### config.mk
export PLATFORM = sky130hd
export DESIGN_NAME = rs_encode
export DESIGN_NICKNAME = d
export VERILOG_FILES = /design/src/rtl/rs_pkg.sv /design/src/rtl/gf64_const_mult.sv /design/src/rtl/rs_encode.sv
export SDC_FILE = /design/constraint.sdc
export NUM_CORES = 1
export LEC_CHECK = 0
export CAP_MARGIN = 20
export CORE_MARGIN = 8
export CORE_UTILIZATION = 45
export DETAILED_ROUTE_END_ITERATION = 7
export MAX_ROUTING_LAYER = met4
export SLEW_MARGIN = 10
export SYNTH_ARGS = -nofsm -noshare
export SYNTH_HDL_FRONTEND = slang
export SYNTH_HIERARCHICAL = 1
export SYNTH_SLANG_ARGS = --single-unit
### constraint.sdc
create_clock -name CLK -period 8.3 [get_ports CLK]
set_input_delay 2.075 -clock CLK [delete_from_list [all_inputs] [get_ports CLK]]
set_output_delay 2.075 -clock CLK [all_outputs]
set_load 0.1 [all_outputs]
### src/rtl/rs_pkg.sv
// rs_pkg: GF(2^6) arithmetic, FSM encoding and Reed-Solomon generator coefficients
package rs_pkg;
  localparam int SW = 6;
  localparam logic [6:0] GF_POLY = 7'h73;
  typedef logic [SW-1:0] sym_t;
  typedef logic [15:0][SW-1:0] coef_t;
  typedef enum logic [1:0] {IDLE, MSG, PAR} state_t;
  // Carry-less 6x6 product folded back into six bits with x^6 = x^5+x^4+x+1
  function automatic sym_t gf_mul(sym_t a, sym_t b);
    logic [2*SW-2:0] p;
    p = '0;
    for (int i = 0; i < SW; i++)
      if (b[i]) p ^= {{(SW-1){1'b0}}, a} << i;
    for (int i = 2*SW-2; i >= SW; i--)
      if (p[i]) p ^= {{(SW-2){1'b0}}, GF_POLY} << (i-SW);
    return p[SW-1:0];
  endfunction
  // Expands prod(x + alpha^i), i = 0..npar-1; the monic top term is implied and not returned
  function automatic coef_t rs_gen_coef(int npar);
    logic [16:0][SW-1:0] g;
    sym_t root;
    g = '0;
    g[0] = sym_t'(1);
    root = sym_t'(1);
    for (int i = 0; i < npar; i++) begin
      for (int j = i + 1; j > 0; j--) g[j] = g[j-1] ^ gf_mul(root, g[j]);
      g[0] = gf_mul(root, g[0]);
      root = gf_mul(root, sym_t'(2));
    end
    return g[15:0];
  endfunction
  // Generator taps for the supported parity counts 2, 8 and 16, folded at elaboration
  localparam coef_t RS_GEN_COEF [3] = '{rs_gen_coef(2), rs_gen_coef(8), rs_gen_coef(16)};
endpackage

### src/rtl/gf64_const_mult.sv
// gf64_const_mult: multiply a GF(2^6) symbol by a constant, reducing to an XOR tree
module gf64_const_mult import rs_pkg::*; #(
  parameter logic [5:0] C = 6'h00
) (
  input  logic [5:0] a,
  output logic [5:0] y
);
  // Each set bit of a adds the constant product C*alpha^bit
  always_comb begin
    y = '0;
    for (int i = 0; i < SW; i++)
      if (a[i]) y ^= gf_mul(C, sym_t'(1) << i);
  end
endmodule

### src/rtl/rs_encode.sv
// rs_encode: systematic RS(N, N-NPAR) encoder over GF(2^6) with valid/ready streaming
module rs_encode import rs_pkg::*; #(
  parameter int N = 63,
  parameter int NPAR = 8,
  parameter int SW = 6
) (
  input  logic          CLK,
  input  logic          RESET,
  input  logic          in_valid,
  output logic          in_ready,
  input  logic          in_sop,
  input  logic [SW-1:0] in_data,
  output logic          out_valid,
  input  logic          out_ready,
  output logic          out_sop,
  output logic          out_eop,
  output logic [SW-1:0] out_data,
  output logic          sop_err
);
  localparam coef_t G = NPAR == 2 ? RS_GEN_COEF[0] : NPAR == 8 ? RS_GEN_COEF[1] :
                        NPAR == 16 ? RS_GEN_COEF[2] : rs_gen_coef(NPAR);
  localparam logic [5:0] K_CNT = 6'(N - NPAR);
  localparam logic [5:0] P_LAST = 6'(NPAR - 1);
  state_t state;
  logic [NPAR-1:0][SW-1:0] r, base, prod, nxt;
  logic [SW-1:0] fb;
  logic [5:0] msg_cnt, par_cnt, cnt_nxt;
  logic free, acc;
  assign free = !out_valid || out_ready;
  assign in_ready = RESET && free && state != PAR;
  assign acc = in_valid && in_ready;
  // A start-of-frame symbol sees cleared parity registers
  assign base = state == IDLE ? '0 : r;
  assign fb = in_data ^ base[NPAR-1];
  assign cnt_nxt = state == IDLE ? 6'd1 : msg_cnt + 6'd1;
  for (genvar i = 0; i < NPAR; i++) begin : g_tap
    gf64_const_mult #(.C(G[i])) u_mul (.a(fb), .y(prod[i]));
    if (i == 0) begin : g_lo
      assign nxt[i] = prod[i];
    end else begin : g_hi
      assign nxt[i] = base[i-1] ^ prod[i];
    end
  end
  // Frame FSM: encode message symbols through the LFSR, then shift parity out
  always_ff @(posedge CLK or negedge RESET) begin
    if (!RESET) begin
      state <= IDLE;
      r <= '0;
      msg_cnt <= '0;
      par_cnt <= '0;
      out_valid <= 1'b0;
      out_sop <= 1'b0;
      out_eop <= 1'b0;
      out_data <= '0;
      sop_err <= 1'b0;
    end else begin
      sop_err <= 1'b0;
      if (free) out_valid <= 1'b0;
      case (state)
        IDLE, MSG: begin
          if (acc && (state == MSG || in_sop)) begin
            r <= nxt;
            out_valid <= 1'b1;
            out_data <= in_data;
            out_sop <= state == IDLE;
            out_eop <= 1'b0;
            msg_cnt <= cnt_nxt;
            par_cnt <= '0;
            sop_err <= state == MSG && in_sop;
            state <= cnt_nxt == K_CNT ? PAR : MSG;
          end else if (acc) begin
            sop_err <= 1'b1;
          end
        end
        default: begin
          if (free) begin
            out_valid <= 1'b1;
            out_data <= r[NPAR-1];
            out_sop <= 1'b0;
            out_eop <= par_cnt == P_LAST;
            r <= {r[NPAR-2:0], {SW{1'b0}}};
            par_cnt <= par_cnt + 6'd1;
            state <= par_cnt == P_LAST ? IDLE : PAR;
          end
        end
      endcase
    end
  end
endmodule

==> run metrics, run 1 <==
IO Pins=22; PostCTS Resize Cnt=0; Max FO, Critical Path=9; Initial Util=between 40% and 50%; Post-Synth XOR/XNOR Area=approximately a quarter; minimum clock period=6340 ps; pre-CTS setup slack=slightly below 2000 ps; half-perimeter wire length after placement=5.77 mm; crit path launch=out_ready; total global-route track usage=between 10% and 20%; largest net degree at the start of global routing=76; Most used DFF post-synth=dfrtp_1; Worst-path clk slew=roughly 70 ps; DR WL/cell=~16 microns; final hold violations=0; reg2reg setup slack=4610 ps; Placer Congestion=between 0.7 and 0.8; post-CTS setup repair buffer count=0; Antenna Cells=0; multi-input logic area=approximately 2700 sq um; 1st-iter DRT viols=around 260; synth warn=6; post-synthesis cell type count=between 40 and 50; Pwr Density=around 460 nW/um^2; simple-gate portion of the synthesized area=about a fifth; layout cells sized above 1=slightly below 9%; first-pass GRT wire length=17.5 mm; max_cap viols=0; largest family of logic cells by synthesized area=XOR/XNOR gates; Post-Layout Cell Count=approximately 640; Core Area=10200 sq um; CTS Buffer Depth=2; Port Buf Inserts=21; Horiz. Die Dim=around 120 microns; Finished Core Util=around half; synthesized netlist cell count=roughly 500; Tcrit/Tclk final=approximately 76%; kind of cell adding the most delay to the critical path=buffers and inverters; crit start category=input port; EDFF count, synth=0; Max stage delay on crit path=between 1000 and 1500 ps; hold slack=just under 500 ps; peak supply drop=around 160 uV; GRT overflow=0; post-synthesis sequential area ratio=between 30% and 40%; Routed WL=10.0 mm; Cell Area, Synth=about 4700 sq um; CTS Buf Count=9; CP max stage cell=clkdlybuf4s50_1; syn_nets=510; routed vias=3400; DRC=0; num rows=37; multiplexer area fraction after synthesis=roughly 1.7%; post-synthesis compound-gate area fraction=9.53%; CTS tree=built; slew at the pin with the worst max-slew slack=approximately 1100 ps; Routed Antenna Nets=0; worst r2r path cells=10; worst hold path class=reg -> reg; Final Skew=between 7 and 8 ps; CP Data Arrival Time=approximately 4300 ps; placed instance area=between 4000 and 5000 sq um; Overall Power=approximately 2.4 mW; Post-synth ARST share=100%; flops & latches, synth=between 70 and 80; Clk Tree Root Cell=clkbuf_8; antenna violations before repair=0; reg-to-reg endpoint=r[41]; Design Area, Final=just over 5000 sq um; Post-Synth Adder-Cell Area=0.779%; achievable frequency=about 160 MHz; total negative slack=0 ps; worst setup margin=1960 ps; RSZ-0062 raised after global routing=false; Rel. slew slack=between 20% and 30%; Setup crit end=in_ready; Fillers=about 960; critical setup path kind=in -> out; worst reg2reg path startpoint=state[1]; run status=complete, no violations; die area=13900 sq um; H-tree Lvls=3; area grow syn2layout=10.8%; CTS Hold Buffers Added=0; Final Max Tran Viols=0; clk_lat worst skew=around 350 ps; Final setup viols=0; Crit path depth=5; Reg area=between 1500 and 2000 sq um; worst path bufs/invs=2; Placed Cells=~630; die height=between 100 and 150 microns; Critical Path, Cell by Cell=clkdlybuf4s50_1, nand2b_1, nand2_1, a21oi_1, clkdlybuf4s50_1; Avg Cell Area, Syn=between 9 and 10 sq um; CP endpoint kind=primary output; 1st-pass router iterations=5; Vias/cell=~5.3; clock sinks=slightly above 70; fin nets=a little over 500; vias in the first global route=roughly 3400; Crit path required time=about 6200 ps; most used cell, CP=clkdlybuf4s50_1; LEAKAGE=approximately 2.3 nW
[synthesized netlist by cell type, types with 4 or more instances]
| cell type | n | area, sq um |
|---|---|---|
| xnor2_1 | 82 | 718 |
| dfrtp_1 | 72 | 1800 |
| nand2_1 | 58 | 218 |
| nand3_1 | 55 | 275 |
| o21ai_0 | 55 | 275 |
| nand2b_1 | 44 | 275 |
| xor2_1 | 24 | 210 |
| buf_2 | 17 | 85.1 |
| clkbuf_1 | 10 | 37.5 |
| buf_4 | 8 | 60.1 |
| a22o_1 | 7 | 61.3 |
| mux2i_1 | 7 | 70.1 |
| nor2_1 | 7 | 26.3 |
| xor3_1 | 4 | 95.1 |
[report_power, final]
part	total [mW]	switching [mW]	internal, mW
registers	0.560	0.0766	0.484
logic	1.57	0.772	0.794
clock network	0.250	0.126	0.124
[worst register-to-register path, stage by stage (launching register included)]
cell	delay (ps)
dfrtp_1	360
buf_4	470
or2_2	930
nand2_1	240
xnor2_2	170
buf_4	360
xnor3_2	570
xor2_1	150
nand2b_1	80
xnor2_1	150
o21ai_0	80
[sequential cells by signal, summed over array words and instances, names as in the netlist]
name       count
r             48
par_cnt        6
sop_err        1
out_data       6
state          2
out_valid      1
msg_cnt        6
out_sop        1
out_eop        1
[layer usage]
metal	global-route usage [%]	wire [microns]	vias up
met5	-	0	-
met4	5.52	144	0
met3	2.93	292	8
met2	25.4	4620	44
met1	19.4	4950	1692
li1	-	-	1656
[cells by family after synthesis]
group                      Yosys count
and+or+nand+nor                    178
xor gates and xnor gates           118
AOI/OAI and AO/OA                   76
DFF                                 72
buffers and inverters               42
muxes                                8
adders and majority gates            3
[area by class of cell]
| type | count | share of cell area [%] |
|---|---|---|
| inverters | 3 | 0.218 |
| clock buffers | 15 | 3.22 |
| well taps | 136 | 3.29 |
| flip-flops and latches | 72 | 34.9 |
| multi-input cells | 383 | 52.4 |
| repair buffers | 32 | 6.01 |
[cells in the final DEF (no fill, tap or decap), types with 4 or more instances in the layout]
master           instances
xnor2_1                 76
dfrtp_1                 72
nand2_1                 57
nand3_1                 55
o21ai_0                 55
nand2b_1                44
xor2_1                  24
clkdlybuf4s50_1         20
clkbuf_8                11
buf_4                   11
xnor2_2                  9
mux2i_1                  7
a22o_1                   7
nor2_1                   6
clkbuf_1                 4
xor3_1                   4
[worst min path at each step]
| stage | from | end | slack, ps | cells past startpoint |
|---|---|---|---|---|
| after detailed placement | msg_cnt[1] | msg_cnt[1] | 480 | 2 |
| after global placement | msg_cnt[1] | msg_cnt[1] | 480 | 2 |
| after floorplan | msg_cnt[1] | msg_cnt[1] | 460 | 2 |
| final | msg_cnt[1] | msg_cnt[1] | 490 | 2 |
| after CTS | msg_cnt[1] | msg_cnt[1] | 500 | 2 |
| after global routing | out_data[1] | out_data[1] | 510 | 2 |
Power figures use the tool's default switching activity.
==> run 2: changes to the inputs <==
==> constraint.sdc (replaced) <==
create_clock -name CLK -period 6.5 [get_ports CLK]
set_input_delay 1.625 -clock CLK [delete_from_list [all_inputs] [get_ports CLK]]
set_output_delay 1.625 -clock CLK [all_outputs]
set_load 0.1 [all_outputs]
==> run 2 against run 1 <==
Against the previous run: power rose by 29%; die area did not move; via count rose by 0.44%; non-clock buffer count rose by 1; clock power rose by 49%; first-iteration DRC count rose by 9.1%; routed wire length rose by 0.30%; sequential power rose by 28%; setup slack got worse by 73 ps; critical path type unchanged; critical endpoint unchanged.
==> run metrics, run 2 (synthesized netlist as in run 1, its figures left out) <==
minimum clock period=between 4000 and 5000 ps; max_cap viols=0 (unchanged); Core Area=10200 sq um (unchanged); Routed WL=10.0 mm (about the same); Final Skew=8.20 ps (was 7.50 ps); IO Pins=22 (unchanged); kind of cell adding the most delay to the critical path=buffers and inverters (unchanged); Final Max Tran Viols=0 (unchanged); die area=13900 sq um (unchanged); CP endpoint kind=primary output (unchanged); die height=118 microns (unchanged); routed vias=3415 (was 3400); Final setup viols=0 (unchanged); GRT overflow=0 (unchanged); area grow syn2layout=11.6% (was 10.8%); total global-route track usage=15.5% (was 15.8%); Pwr Density=590 nW/um^2 (was 460 nW/um^2); Post-Layout Cell Count=643 (was 641); CP Data Arrival Time=2990 ps (was 4260 ps); Overall Power=3.07 mW (was 2.38 mW); CTS Buffer Depth=2 (unchanged); commonest non-fill, non-tap cell in the layout=xnor2_1 (unchanged); LEAKAGE=2.32 nW (was 2.30 nW); Horiz. Die Dim=118 microns (unchanged); worst path bufs/invs=2 (unchanged); Max FO, Critical Path=9 (unchanged); Design Area, Final=5200 sq um (was 5160 sq um); Biggest register=r (unchanged); num rows=37 (unchanged); critical setup path kind=in -> out (unchanged); layout cells sized above 1=10.1% (was 8.71%); DRC=0 (unchanged); peak supply drop=200 uV (was 161 uV); fin nets=515 (was 514); CP max stage cell=clkdlybuf4s50_1 (unchanged); hold slack=497 ps (was 491 ps); final hold violations=0 (unchanged); worst hold path class=reg -> reg (unchanged); slew at the pin with the worst max-slew slack=996 ps (was 1080 ps); half-perimeter wire length after placement=5.87 mm (was 5.77 mm); largest net degree at the start of global routing=76 (unchanged); pre-CTS setup slack=1890 ps (was 1960 ps); crit start category=input port (unchanged); clock sinks=72 (unchanged); achievable frequency=217 MHz; Rel. slew slack=33.6% (was 28.3%); antenna violations before repair=0 (unchanged); vias in the first global route=3443 (was 3440); Routed Antenna Nets=0 (unchanged); CTS Hold Buffers Added=0 (unchanged); Placed Cells=627 (was 626); Tcrit/Tclk final=71.0%; Worst-path clk slew=80 ps (was 70 ps); Clk Tree Root Cell=clkbuf_8 (unchanged); CTS Buf Count=9 (unchanged); Fillers=987 (was 956); Crit path required time=4880 ps (was 6230 ps); Finished Core Util=51.1% (was 50.7%); most frequent cells in the layout=76 x xnor2_1, 72 x dfrtp_1, 57 x nand2_1 (unchanged); max FFs per register=48 (unchanged); worst setup margin=1890 ps (was 1960 ps); run status=complete, no violations (unchanged); total negative slack=0 ps (unchanged); 1st-iter DRT viols=287 (was 263); multi-input logic area=2710 sq um (unchanged); CTS tree=built (unchanged); Reg area=1800 sq um (unchanged); clk_lat worst skew=350 ps (about the same); PostCTS Resize Cnt=0 (unchanged); RSZ-0062 raised after global routing=false (unchanged); Critical Path, Cell by Cell=clkdlybuf4s50_1, nand2b_1, nand2_1, a21oi_1, buf_4 (was clkdlybuf4s50_1, nand2b_1, nand2_1, a21oi_1, clkdlybuf4s50_1); Initial Util=45.8% (unchanged); DR WL/cell=15.6 microns (about the same); Placer Congestion=0.733 (was 0.728); Max stage delay on crit path=440 ps (was 1140 ps); post-CTS setup repair buffer count=0 (unchanged); Vias/cell=5.31 (was 5.30); Antenna Cells=0 (unchanged); Port Buf Inserts=21 (unchanged); placed instance area=5000 sq um (about the same); 1st-pass router iterations=5 (unchanged); first-pass GRT wire length=17.3 mm (was 17.5 mm); H-tree Lvls=3 (unchanged)
[run 2: cell type report]
cell class / instances / area share, %
timing repair buffer: 33 / 5.92
tap: 136 / 3.27
inverter: 3 / 0.216
clock inverter: 5 / 1.06
sequential: 72 / 34.6
clock buffer: 11 / 2.91
multi-input combinational: 383 / 52.0
[run 2: path summary, 6_finish.rpt]
check                      cells after the start         end  slack (ps)  startpoint
setup / recovery                               5    in_ready        1890   out_ready
hold / removal                                 1     out_eop         500     out_eop
setup reg to reg                              10       r[36]        3450    state[0]
hold reg to reg                                1     out_eop         500     out_eop
max in group asynchronous                      2       r[25]        4330       RESET
min in group asynchronous                      2  par_cnt[1]        1510       RESET
[run 2: where the power goes]
group | switching (mW) | internal [mW]
Clock | 0.175 | 0.197
Combinational | 0.968 | 1.01
Sequential | 0.0985 | 0.617
[run 2: worst register-to-register path, cell delays in order (launching register included)]
cell	delay, ps
dfrtp_1	550
or2_2	200
buf_4	490
nand2_1	210
xnor2_2	150
buf_4	320
xnor3_1	510
xnor2_1	160
nand2b_1	90
xnor2_1	160
o21ai_0	90
[run 2: metal layers]
metal  vias up  wire, microns  track usage (%)
li1       1658              -                -
met1      1695           4800             18.9
met2        55           4800             25.2
met3         7            350             3.41
met4         0             89             5.12
met5         -              0                -
